$ cat config.mk
export PLATFORM = sky130hd
export DESIGN_NAME = div_unit
export DESIGN_NICKNAME = d
export VERILOG_FILES = /design/src/rtl/div_unit.sv
export SDC_FILE = /design/constraint.sdc
export NUM_CORES = 1
export LEC_CHECK = 0
export ABC_CLOCK_PERIOD_IN_PS = 4450
export CORE_MARGIN = 1.5
export CORE_UTILIZATION = 40
export CTS_CLUSTER_DIAMETER = 30
export DETAILED_ROUTE_END_ITERATION = 10
export PLACE_DENSITY = 0.65
export SKIP_LAST_GASP = 1
export SLEW_MARGIN = 20
export SYNTH_ARGS = -nofsm -noshare
export SYNTH_HDL_FRONTEND = slang
export SYNTH_SLANG_ARGS = --single-unit
$ cat constraint.sdc
create_clock -name clk -period 4.45 [get_ports clk]
set_input_delay 0.445 -clock clk [delete_from_list [all_inputs] [get_ports clk]]
set_output_delay 0.445 -clock clk [all_outputs]
set_load 0.03 [all_outputs]
$ cat src/rtl/div_unit.sv
// Multi-cycle radix-2 restoring divider for MIPS DIV/DIVU.
// Produces {remainder, quotient} for the HI/LO writeback path and stalls the pipeline while busy.
module div_unit #(
    parameter int DATA_W = 32
) (
    input  logic                  clk,
    input  logic                  rst_n,
    input  logic                  start,
    input  logic                  signed_div,
    input  logic [DATA_W-1:0]     a,
    input  logic [DATA_W-1:0]     b,
    input  logic                  annul,
    output logic                  stall,
    output logic                  ready,
    output logic [2*DATA_W-1:0]   result
);
    localparam int CW = $clog2(DATA_W);

    typedef enum logic [1:0] {IDLE, CALC, DONE} state_t;

    state_t              state, state_nxt;
    logic [CW-1:0]       count;
    logic [DATA_W-1:0]   rem, quo, dvsr;
    logic                sign_q, sign_r;

    logic                neg_a, neg_b;
    logic [DATA_W-1:0]   a_mag, b_mag;
    logic [DATA_W:0]     shifted, diff;
    logic [DATA_W-1:0]   rem_nxt, quo_nxt, q_fix, r_fix;
    logic                last;
    logic                go;

    // Two's-complement negate gives the exact unsigned magnitude, including the most negative value.
    assign neg_a = signed_div & a[DATA_W-1];
    assign neg_b = signed_div & b[DATA_W-1];
    assign a_mag = neg_a ? -a : a;
    assign b_mag = neg_b ? -b : b;

    assign go   = (state == IDLE) & start & ~annul;
    assign last = (count == CW'(DATA_W-1));

    // One restoring step: bring in the next dividend bit, keep the difference if non-negative.
    always_comb begin
        shifted = {rem, quo[DATA_W-1]};
        diff    = shifted - {1'b0, dvsr};
        if (!diff[DATA_W]) begin
            rem_nxt = diff[DATA_W-1:0];
            quo_nxt = {quo[DATA_W-2:0], 1'b1};
        end else begin
            rem_nxt = shifted[DATA_W-1:0];
            quo_nxt = {quo[DATA_W-2:0], 1'b0};
        end
        q_fix = sign_q ? -quo_nxt : quo_nxt;
        r_fix = sign_r ? -rem_nxt : rem_nxt;
    end

    always_comb begin
        state_nxt = state;
        stall     = 1'b0;
        ready     = 1'b0;
        case (state)
            IDLE: begin
                stall = go;
                if (go) state_nxt = (b == '0) ? DONE : CALC;
            end
            CALC: begin
                stall = 1'b1;
                if (annul)     state_nxt = IDLE;
                else if (last) state_nxt = DONE;
            end
            DONE: begin
                ready     = ~annul;
                state_nxt = IDLE;
            end
            default: state_nxt = IDLE;
        endcase
    end

    always_ff @(posedge clk or negedge rst_n) begin
        if (!rst_n) begin
            state  <= IDLE;
            count  <= '0;
            rem    <= '0;
            quo    <= '0;
            dvsr   <= '0;
            sign_q <= 1'b0;
            sign_r <= 1'b0;
            result <= '0;
        end else begin
            state <= state_nxt;
            case (state)
                IDLE: if (go) begin
                    if (b == '0) begin
                        result <= {a, {DATA_W{1'b1}}};
                    end else begin
                        rem    <= '0;
                        quo    <= a_mag;
                        dvsr   <= b_mag;
                        sign_q <= neg_a ^ neg_b;
                        sign_r <= neg_a;
                        count  <= '0;
                    end
                end
                CALC: if (!annul) begin
                    rem   <= rem_nxt;
                    quo   <= quo_nxt;
                    count <= count + 1'b1;
                    if (last) result <= {r_fix, q_fix};
                end
                default: ;
            endcase
        end
    end
endmodule

---- Yosys cells after proc, flatten, opt, wreduce, memory -nomap -nowiden ----
Index checks and enable logic that the tools add are counted.
word-level totals
  word-level logic and storage cells ...... 67
  flip-flop bits (word level) ............. 169
  output and inout bits ................... 66
  input bits .............................. 69
operators by class
  multiplexer cells ....................... 30
  reductions and logical operators ........ 7
  add/subtract/negate cells ............... 6
  bitwise logic cells ..................... 7
  equal/unequal tests ..................... 9
operators by type and width
  operator                                                                 count
  32-bit two-way mux                                                       11
  64-bit two-way mux                                                       4
  32-bit negator                                                           4
  32-bit one-hot mux with 2 select lines                                   2
  64-bit one-hot mux with 2 select lines                                   1
  33-bit by 32-bit subtractor with 33-bit output                           1
  32-bit zero test                                                         1
  5-bit two-way mux                                                        3
  5-bit one-hot mux with 2 select lines                                    1
  2-bit two-way mux                                                        4
  2-bit inequality test, second input constant                             4
  5-bit by 1-bit adder with 5-bit output, second input constant            1
  5-bit equality test, second input constant                               1
  5-bit AND reduction                                                      1
  1-bit bitwise AND                                                        4
  2-bit one-hot mux with 2 select lines                                    1
  4-bit AND reduction                                                      1
  3-bit inequality test, second input constant                             1
  3-bit AND reduction                                                      1
  2-bit by 1-bit equality test with 1-bit output, second input constant    1
  2-bit equality test, second input constant                               1
  2-bit zero test                                                          1
  1-bit two-way mux                                                        2
  2-bit by 1-bit inequality test with 1-bit output, second input constant  1
  other kinds (5)                                                          6

---- Longest topological paths before layout ----
Gate-level depths: netlist of run 1.
  depth in word-level cells ............... 7
  depth in mapped cells ................... 26
  depth with buffers taken out ............ 22

---- Least setup slack after synthesis of run 1 ----
No wires, ideal clock.
  kind .................................... reg-to-reg
  from .................................... reg rem[26]
  to ...................................... reg result[62]
  arrival time ............................ 4686 ps
  cell stages (with the launch flop) ...... 24
  clock period less this slack ............ 4818 ps
  slack ................................... -368 ps
  data required time ...................... 4318 ps
  buffers on the path ..................... 5
  cell sequence ........................... dfrtp_1 > ha_1 > buf_2 > a21o_1 > a31o_1 > a221o_1 > or3_1 > o211a_1 > buf_6 > inv_4 > buf_2 > buf_1 > buf_1 > o21ai_0 > inv_1 > ha_1 > and2_1 > and4b_1 > mux2i_1 > a221oi_4 > nand4_2 > nor4b_4 > mux2i_1 > o21ai_1
between the ends
  word-level cells in the longest chain between the ends .. 7
RTL lines
  element                                         RTL line  text
  start: declaration                              23        logic [DATA_W-1:0] rem, quo, dvsr;
  start signal: assignment                        105       rem <= rem_nxt;
  33-bit by 32-bit subtractor with 33-bit output  45        diff = shifted - {1'b0, dvsr};
  32-bit two-way mux (*)                          46        if (!diff[DATA_W]) begin
  32-bit negator                                  54        r_fix = sign_r ? -rem_nxt : rem_nxt;
  32-bit two-way mux (*)                          54
  64-bit two-way mux (*)                          108       if (last) result <= {r_fix, q_fix};
  64-bit two-way mux (*)                          104       CALC: if (!annul) begin
  64-bit one-hot mux with 2 select lines (*)      91        case (state)
  end signal: assignment                          94        result <= {a, {DATA_W{1'b1}}};
  end signal: assignment                          108
  end: declaration                                15        output logic [2*DATA_W-1:0] result
Mark *: on every way between the ends. The rest lies on a longest branch, timed or not. The select of a mux whose other input is x is not followed.
A chain may end at the register's enable or synchronous reset.

---- Worst setup path in the final report of run 1 ----
  from .................................... reg rem[30]
  to ...................................... reg result[62]
between the ends
  word-level cells in the longest chain between the ends .. 7
RTL lines
  element                                             RTL line
  33-bit by 32-bit subtractor with 33-bit output (*)  45
  32-bit two-way mux (*)                              46
  32-bit negator                                      54
  32-bit two-way mux (*)                              54
  64-bit two-way mux (*)                              108
  64-bit two-way mux (*)                              104
  64-bit one-hot mux with 2 select lines (*)          91
Marks and branches as above.

==> results of run 1 <==
-- layout make-up --
cell class	instances	area [um2]	share of cell area [%]
clock buffers	18	439	2.93
repair buffers	207	1970	13.2
clock inverters	14	149	0.994
inverters	53	206	1.38
flip-flops and latches	169	4230	28.2
well taps	390	488	3.26
multi-input cells	1204	7490	50.0
-- worst max-delay path: cells and delay by family (launching register included) --
family / cells / cell delay, ns
AO/OA/AOI/OAI: 4 / 0.87
adder cells (fa/ha/maj): 2 / 0.58
buffers and inverters: 1 / 0.09
flip-flops: 1 / 0.40
multiplexers: 3 / 0.56
AND/OR/NAND/NOR: 7 / 1.62
-- cell usage in the layout (no fill, tap or decap), types with 46 or more instances in the layout --
master and count:
nand2_1 175, a21oi_1 155, xor2_1 60, xnor2_1 71, clkdlybuf4s50_1 133, buf_4 66
inv_1 50, dfrtp_1 168, o21ai_0 149, a31oi_1 46, nor2_1 158
-- synthesized netlist by cell type (5+ instances only) --
master    number  share of area, %
a22o_1         6              0.43
o31ai_1       18               1.1
buf_1         11              0.34
xor2_1        60               4.3
o22a_1         5              0.36
o21ai_0      150               6.2
ha_1          38               3.9
inv_1         51               1.6
a31oi_1       46               2.4
o41ai_1       13              0.94
nand3_1       30               1.2
o21ai_1       10              0.41
o21a_1         9              0.56
clkbuf_1      55               1.7
a21o_1        12              0.74
nand3b_1       5              0.31
or4_1         11              0.68
and2_1        10              0.52
mux2i_1       26               2.1
and3_1        14              0.72
xnor2_1       71               5.1
nor4_1        20               1.0
nor2_1       158               4.9
nor3_1        24              0.99
o21bai_1       5              0.31
buf_2         22              0.91
nand2b_1       7              0.36
o211ai_1       9              0.56
nor3b_1        6              0.37
nand4_1        9              0.46
a211oi_1       5              0.31
or3_1         22               1.1
o22ai_1        6              0.31
a21oi_1      156               6.4
dfrtp_1      169                35
nand2_1      176               5.4
-- cell families (layout without fill, tap and decap cells) --
family                     Yosys count  in the layout  share of synthesized area (%)
AOI/OAI and AO/OA                  485            485                           24.0
xor gates and xnor gates           131            131                           9.45
adders and majority gates           39             39                           4.08
buffers and inverters              142            292                           4.70
DFF                                169            169                           34.8
muxes                               30             30                           2.51
and+or+nand+nor                    519            519                           20.4
-- state kept, by name (all words and copies together), names as in the netlist --
name	flops
count	5
dvsr	32
sign_r	1
state	2
result	64
sign_q	1
rem	32
quo	32
-- what timing repair did --
item                                    4_1_cts  5_1_grt
pin swaps                                     0        9
endpoints found under the setup margin        1        8
setup buffers                                 0        8
gates resized for setup                       2       17
-- power by group --
part           leakage [nW]  switching (mW)  internal, mW
clock network         0.287           0.728         0.767
registers              2.10           0.192          1.71
logic                  3.80           0.973         0.704
-- routing by layer --
layer	GRT usage [%]	part of all wire (%)	vias up
met1	33.5	48	5575
met5	0	0	-
met3	3.24	5.2	34
met4	5.97	2.0	0
met2	38.7	45	363
li1	-	-	5708
-- per-stage QoR --
stage,setup WS [ns],TNS (ns)
6_report,0.188,0
5_1_grt,-0.0293,-0.0293
4_1_cts,0.0107,0
3_5_place_dp,-0.0724,-0.0724
3_3_place_gp,0.0549,0
2_1_floorplan,-0.0601,-0.0601
-- worst paths after layout --
| path | startpoint | slack, ns | depth (start not counted) | to |
|---|---|---|---|---|
| max | rem[30]$_DFFE_PN0P_ | 0.19 | 17 | result[62]$_DFFE_PN0P_ |
| min | rst_n | 0.14 | 1 | result[24]$_DFFE_PN0P_ |
| max reg2reg | rem[30]$_DFFE_PN0P_ | 0.19 | 17 | result[62]$_DFFE_PN0P_ |
| min reg2reg | result[32]$_DFFE_PN0P_ | 0.48 | 2 | result[32]$_DFFE_PN0P_ |
| max in group asynchronous | rst_n | 3.43 | 2 | rem[24]$_DFFE_PN0P_ |
| min in group clk | result[32]$_DFFE_PN0P_ | 0.48 | 2 | result[32]$_DFFE_PN0P_ |
==> flow_summary_export.csv, run 1 <==
group,metric,value,unit
status,outcome,"complete, no violations",
global_route,grt_overflow,0,
synth,avgSynthCellArea,8.01,um2
placed_design,dp_cells,2015,
routing,drtIter0Drc,1012,
timing,timing.slew.headroom,35.0,%
synth,syn_inst,1515,
synth,ys_warn_count,0,
global_route,grt_pass1_wl,59000,um
routing,ant_nets,0,
worst_setup_path,path_class,"reg2reg",
cells_and_area,drive_gt1_share,8.89,%
timing,hold_viol_final,0,
timing,fmax,235,MHz
timing,period_minus_slack,4.26,ns
clocking,clk-insertion-delay-late,0.43,ns
clocking,root_buffer,"clkbuf_16",
timing,finClkSkew,0.0108,ns
min_path,hp-class,"in2async",
routing,routedWlPerCell,18.2,um
global_route,grt_start_max_net_pins,108,
synth,synth-main-ff-cell,"dfrtp_1",
worst_setup_path,start_kind,"register",
synth,synth_area,12100,um2
timing,finalSetupViolCount,0,
die,fp-row-count,63,
timing,worst_pin_slew,0.972,ns
synth,yosysUniqueCellTypes,82,
routing,post_drt_via_cell_ratio,5.68,
clocking,cts_hold_buf,0,
worst_setup_path,arrival,4.55,ns
cells_and_area,antenna-diode-count,0,
pwr,p_per_area,339,nW/um2
clocking,cts_buffers,17,
worst_setup_path,crit_top_cell,"mux2i_4",
job,drv_cap,0,
pwr,p_leak,6.18,nW
clocking,ctsLongestPathBuffers,2,
worst_setup_path,crit_path_cell_trace,"ha_1 -> and4_1 -> and3_4 -> a32o_1 -> or3_4 -> o211a_4 -> inv_8 -> mux2i_4 -> ha_2 -> and2_1 -> and4b_1 -> mux2i_4 -> a221oi_4 -> nand4_4 -> nor4b_4 -> mux2i_1 -> o21ai_1",
placed_design,portBuffers,134,
clocking,clkSinkCount,169,
placed_design,dpl_cell_area,14200,um2
die,initial_utilization,40.9,%
die,die_x,177,um
synth,synth_edf_count,0,
synth,synth_fp_nets,1623,
synth,async_flop_share,100,%
die,ios,135,
global_route,antenna_found_initial,0,
cells_and_area,stdcell_count,2055,
cells_and_area,final_net_count,1760,
cells_and_area,fin_area,15000,um2
routing,post-route-drc-count,0,
worst_setup_path,cp_data_required_time,4.74,ns
worst_setup_path,cpPeakStageDelay,0.40,ns
clocking,cts_tree,"built",
die,dieArea,31400,um2
timing,fin_crit_sh,95.8,%
routing,vias,11680,
pwr,ir_drop,266,uV
clocking,htreeDepth,4,
placed_design,place_hpwl,28800,um
worst_setup_path,cp_max_fo,7,
die,core-area,29700,um2
routing,first_pass_iters,5,
cells_and_area,nFillCells,2858,
synth,synth_seq_cells,169,
timing,fin_hold_ws,0.139,ns
placed_design,place.gp.congestion,0.956,
worst_setup_path,worstSetupEndpointType,"register",
synth,ys_seq_area_share,34.8,%
routing,wirelength,37300,um
pwr,p_total,5.08,mW
clocking,path_clk_slew,0.07,ns
cells_and_area,area_growth_syn_to_layout,23.4,%
worst_setup_path,slowest_stage,"dfrtp_1",
die,die_h,177,um
cells_and_area,utilization,50.4,%
global_route,grt_pass1_vias,10855,
global_route,track_usage,23.9,%
timing,maxSlewViolCount,0,
Power figures use the tool's default switching activity.
==> inputs of run 2 (changes only) <==
CTS_BUF_LIST = sky130_fd_sc_hd__clkbuf_8   (was unset)
==> run 2 against run 1 <==
Count of clock-buffer cells in the layout unchanged. Power fell by 7.5%. Register-to-register slack worse by 0.02 ns. Combinational power hardly changed. Die area unchanged. Sequential power barely moved. Fmax is 0.54% lower. Non-clock buffer count unchanged. Via count decreased by 0.39%. Clock skew is 0.0095 ns higher. Clock power down 25%. Critical path depth up 1.
==> flow_summary_export.csv, run 2 (synthesized netlist as in run 1, its figures left out) <==
group,metric,value,unit
timing,fin_crit_sh,96.3,%
routing,vias,11635,
clocking,ctsLongestPathBuffers,2,
status,outcome,"complete, no violations",
clocking,root_buffer,"clkbuf_8",
die,ios,135,
cells_and_area,drive_gt1_share,8.89,%
die,die_x,177,um
die,core-area,29700,um2
pwr,switching_share,39.3,%
die,dieArea,31400,um2
cells_and_area,multi_input_area,7490,um2
die,initial_utilization,40.9,%
routing,routedWlPerCell,18.1,um
cells_and_area,nFillCells,2868,
cells_and_area,antenna-diode-count,0,
die,fp-row-count,63,
clocking,path_clk_slew,0.10,ns
worst_setup_path,cp_data_required_time,4.85,ns
global_route,track_usage,23.9,%
clocking,clkSinkCount,169,
placed_design,place.gp.congestion,0.956,
worst_setup_path,cp_max_fo,7,
placed_design,portBuffers,134,
routing,wirelength,37100,um
min_path,hp-class,"in2async",
placed_design,place_hpwl,28800,um
timing,fin_tns_setup,0,ns
global_route,grt_overflow,0,
routing,post_drt_via_cell_ratio,5.66,
cells_and_area,final_net_count,1760,
pwr,p_total,4.70,mW
worst_setup_path,start_kind,"register",
timing,finalSetupViolCount,0,
pwr,p_per_area,318,nW/um2
worst_setup_path,arrival,4.69,ns
global_route,antenna_found_initial,0,
pwr,clockPowerShare,23.9,%
timing,timing.slew.headroom,34.4,%
die,die_h,177,um
timing,worst_pin_slew,0.982,ns
timing,maxSlewViolCount,0,
pwr,seqPwrFrac,40.5,%
pwr,power.internal,2.85,mW
global_route,grt_pass1_wl,58900,um
job,drv_cap,0,
routing,ant_nets,0,
timing,period_minus_slack,4.29,ns
timing,finClkSkew,0.0203,ns
routing,wl_met2,16600,um
worst_setup_path,path_class,"reg2reg",
cells_and_area,layout_commonest_cell,"nand2_1",
pwr,combPwrFrac,35.6,%
timing,fmax,233,MHz
timing,hold_viol_final,0,
routing,first_pass_iters,5,
clocking,cts_buffers,17,
routing,wl_met3,2090,um
cells_and_area,seqCellArea,4230,um2
pwr,p_leak,6.10,nW
cells_and_area,utilization,49.8,%
routing,wl_met1,17500,um
global_route,grt_pass1_vias,10818,
routing,post-route-drc-count,0,
cells_and_area,layout_common_cells,"nand2_1, dfrtp_1, nor2_1",
clocking,clk-insertion-delay-late,0.48,ns
worst_setup_path,worstSetupEndpointType,"register",
routing,top_layer,"met4",
cells_and_area,top_register,"result",
routing,drtIter0Drc,1096,
cells_and_area,largest_reg_flops,64,
clocking,cts_tree,"built",
global_route,grt_start_max_net_pins,108,
cells_and_area,area_growth_syn_to_layout,21.8,%
pwr,ir_drop,177,uV
pwr,p_switching,1.85,mW
clocking,htreeDepth,4,
run 2: area by class of cell:
cell class	instances	share of cell area, %
Clock buffer	18	1.68
Clock inverter	14	1.01
Inverter	53	1.40
Multi-Input combinational cell	1204	50.7
Sequential cell	169	28.6
Tap cell	390	3.30
Timing Repair Buffer	207	13.3
run 2: path summary, 6_finish.rpt:
path	startpoint	slack, ns	cells after the start	endpoint
min in group clk	dvsr[22]$_DFFE_PN0P_	0.49	2	dvsr[22]$_DFFE_PN0P_
min reg2reg	dvsr[22]$_DFFE_PN0P_	0.49	2	dvsr[22]$_DFFE_PN0P_
max reg2reg	rem[30]$_DFFE_PN0P_	0.16	18	result[52]$_DFFE_PN0P_
min	rst_n	0.08	1	result[24]$_DFFE_PN0P_
max	rem[30]$_DFFE_PN0P_	0.16	18	result[52]$_DFFE_PN0P_
max in group asynchronous	rst_n	3.48	2	rem[24]$_DFFE_PN0P_
run 2: metrics by stage:
stage	setup WS (ns)	cell area (um2)	instances	hold WS (ns)
2_1_floorplan	-0.0601	12200	1515	0.149
3_3_place_gp	0.0549	14200	2015	0.455
3_5_place_dp	-0.0724	14200	2015	0.465
4_1_cts	0.00883	14600	2047	0.139
5_1_grt	-0.00519	14800	2055	0.146
6_report	0.165	14800	2055	0.0839
run 2: metal layers:
layer	global-route usage, %	vias up
met5	0	-
met4	6.92	0
met3	2.92	46
met2	38.2	372
met1	33.7	5525
li1	-	5692
run 2: worst max-delay path, stage by stage, from the launching register on:
cell	delay, ns
dfrtp_1	0.41
ha_1	0.35
and4_1	0.27
and3_4	0.18
a32o_1	0.21
or3_4	0.36
o211a_4	0.27
inv_8	0.09
mux2i_4	0.24
ha_2	0.23
and2_1	0.12
and4b_1	0.24
mux2i_4	0.09
a221oi_4	0.29
buf_4	0.18
a21oi_1	0.06
xnor2_1	0.24
nand2_1	0.15
a31oi_1	0.22
run 2: timing repair:
action / 4_1_cts / 5_1_grt
buffers inserted: 0 / 8
pin swaps: 0 / 10
hold buffers: 0 / 0
resized for setup: 2 / 16
endpoints found under the setup margin: 1 / 8
endpoints found under the hold margin: 0 / 0
run 2: power by group through the flow:
stage,sequential [mW],clock [mW],combinational (mW)
finish,1.90,1.12,1.67
global route,1.93,1.20,1.85
CTS,1.90,1.15,1.63
detailed placement,1.93,0,1.62
global placement,1.92,0,1.61
floorplan,1.91,0,1.08
==> inputs of run 3 (changes only) <==
ABC_CLOCK_PERIOD_IN_PS = unset   (was 4450)
==> results of run 3 <==
No change in the layout: final DEF, timing and power equal those of run 2.
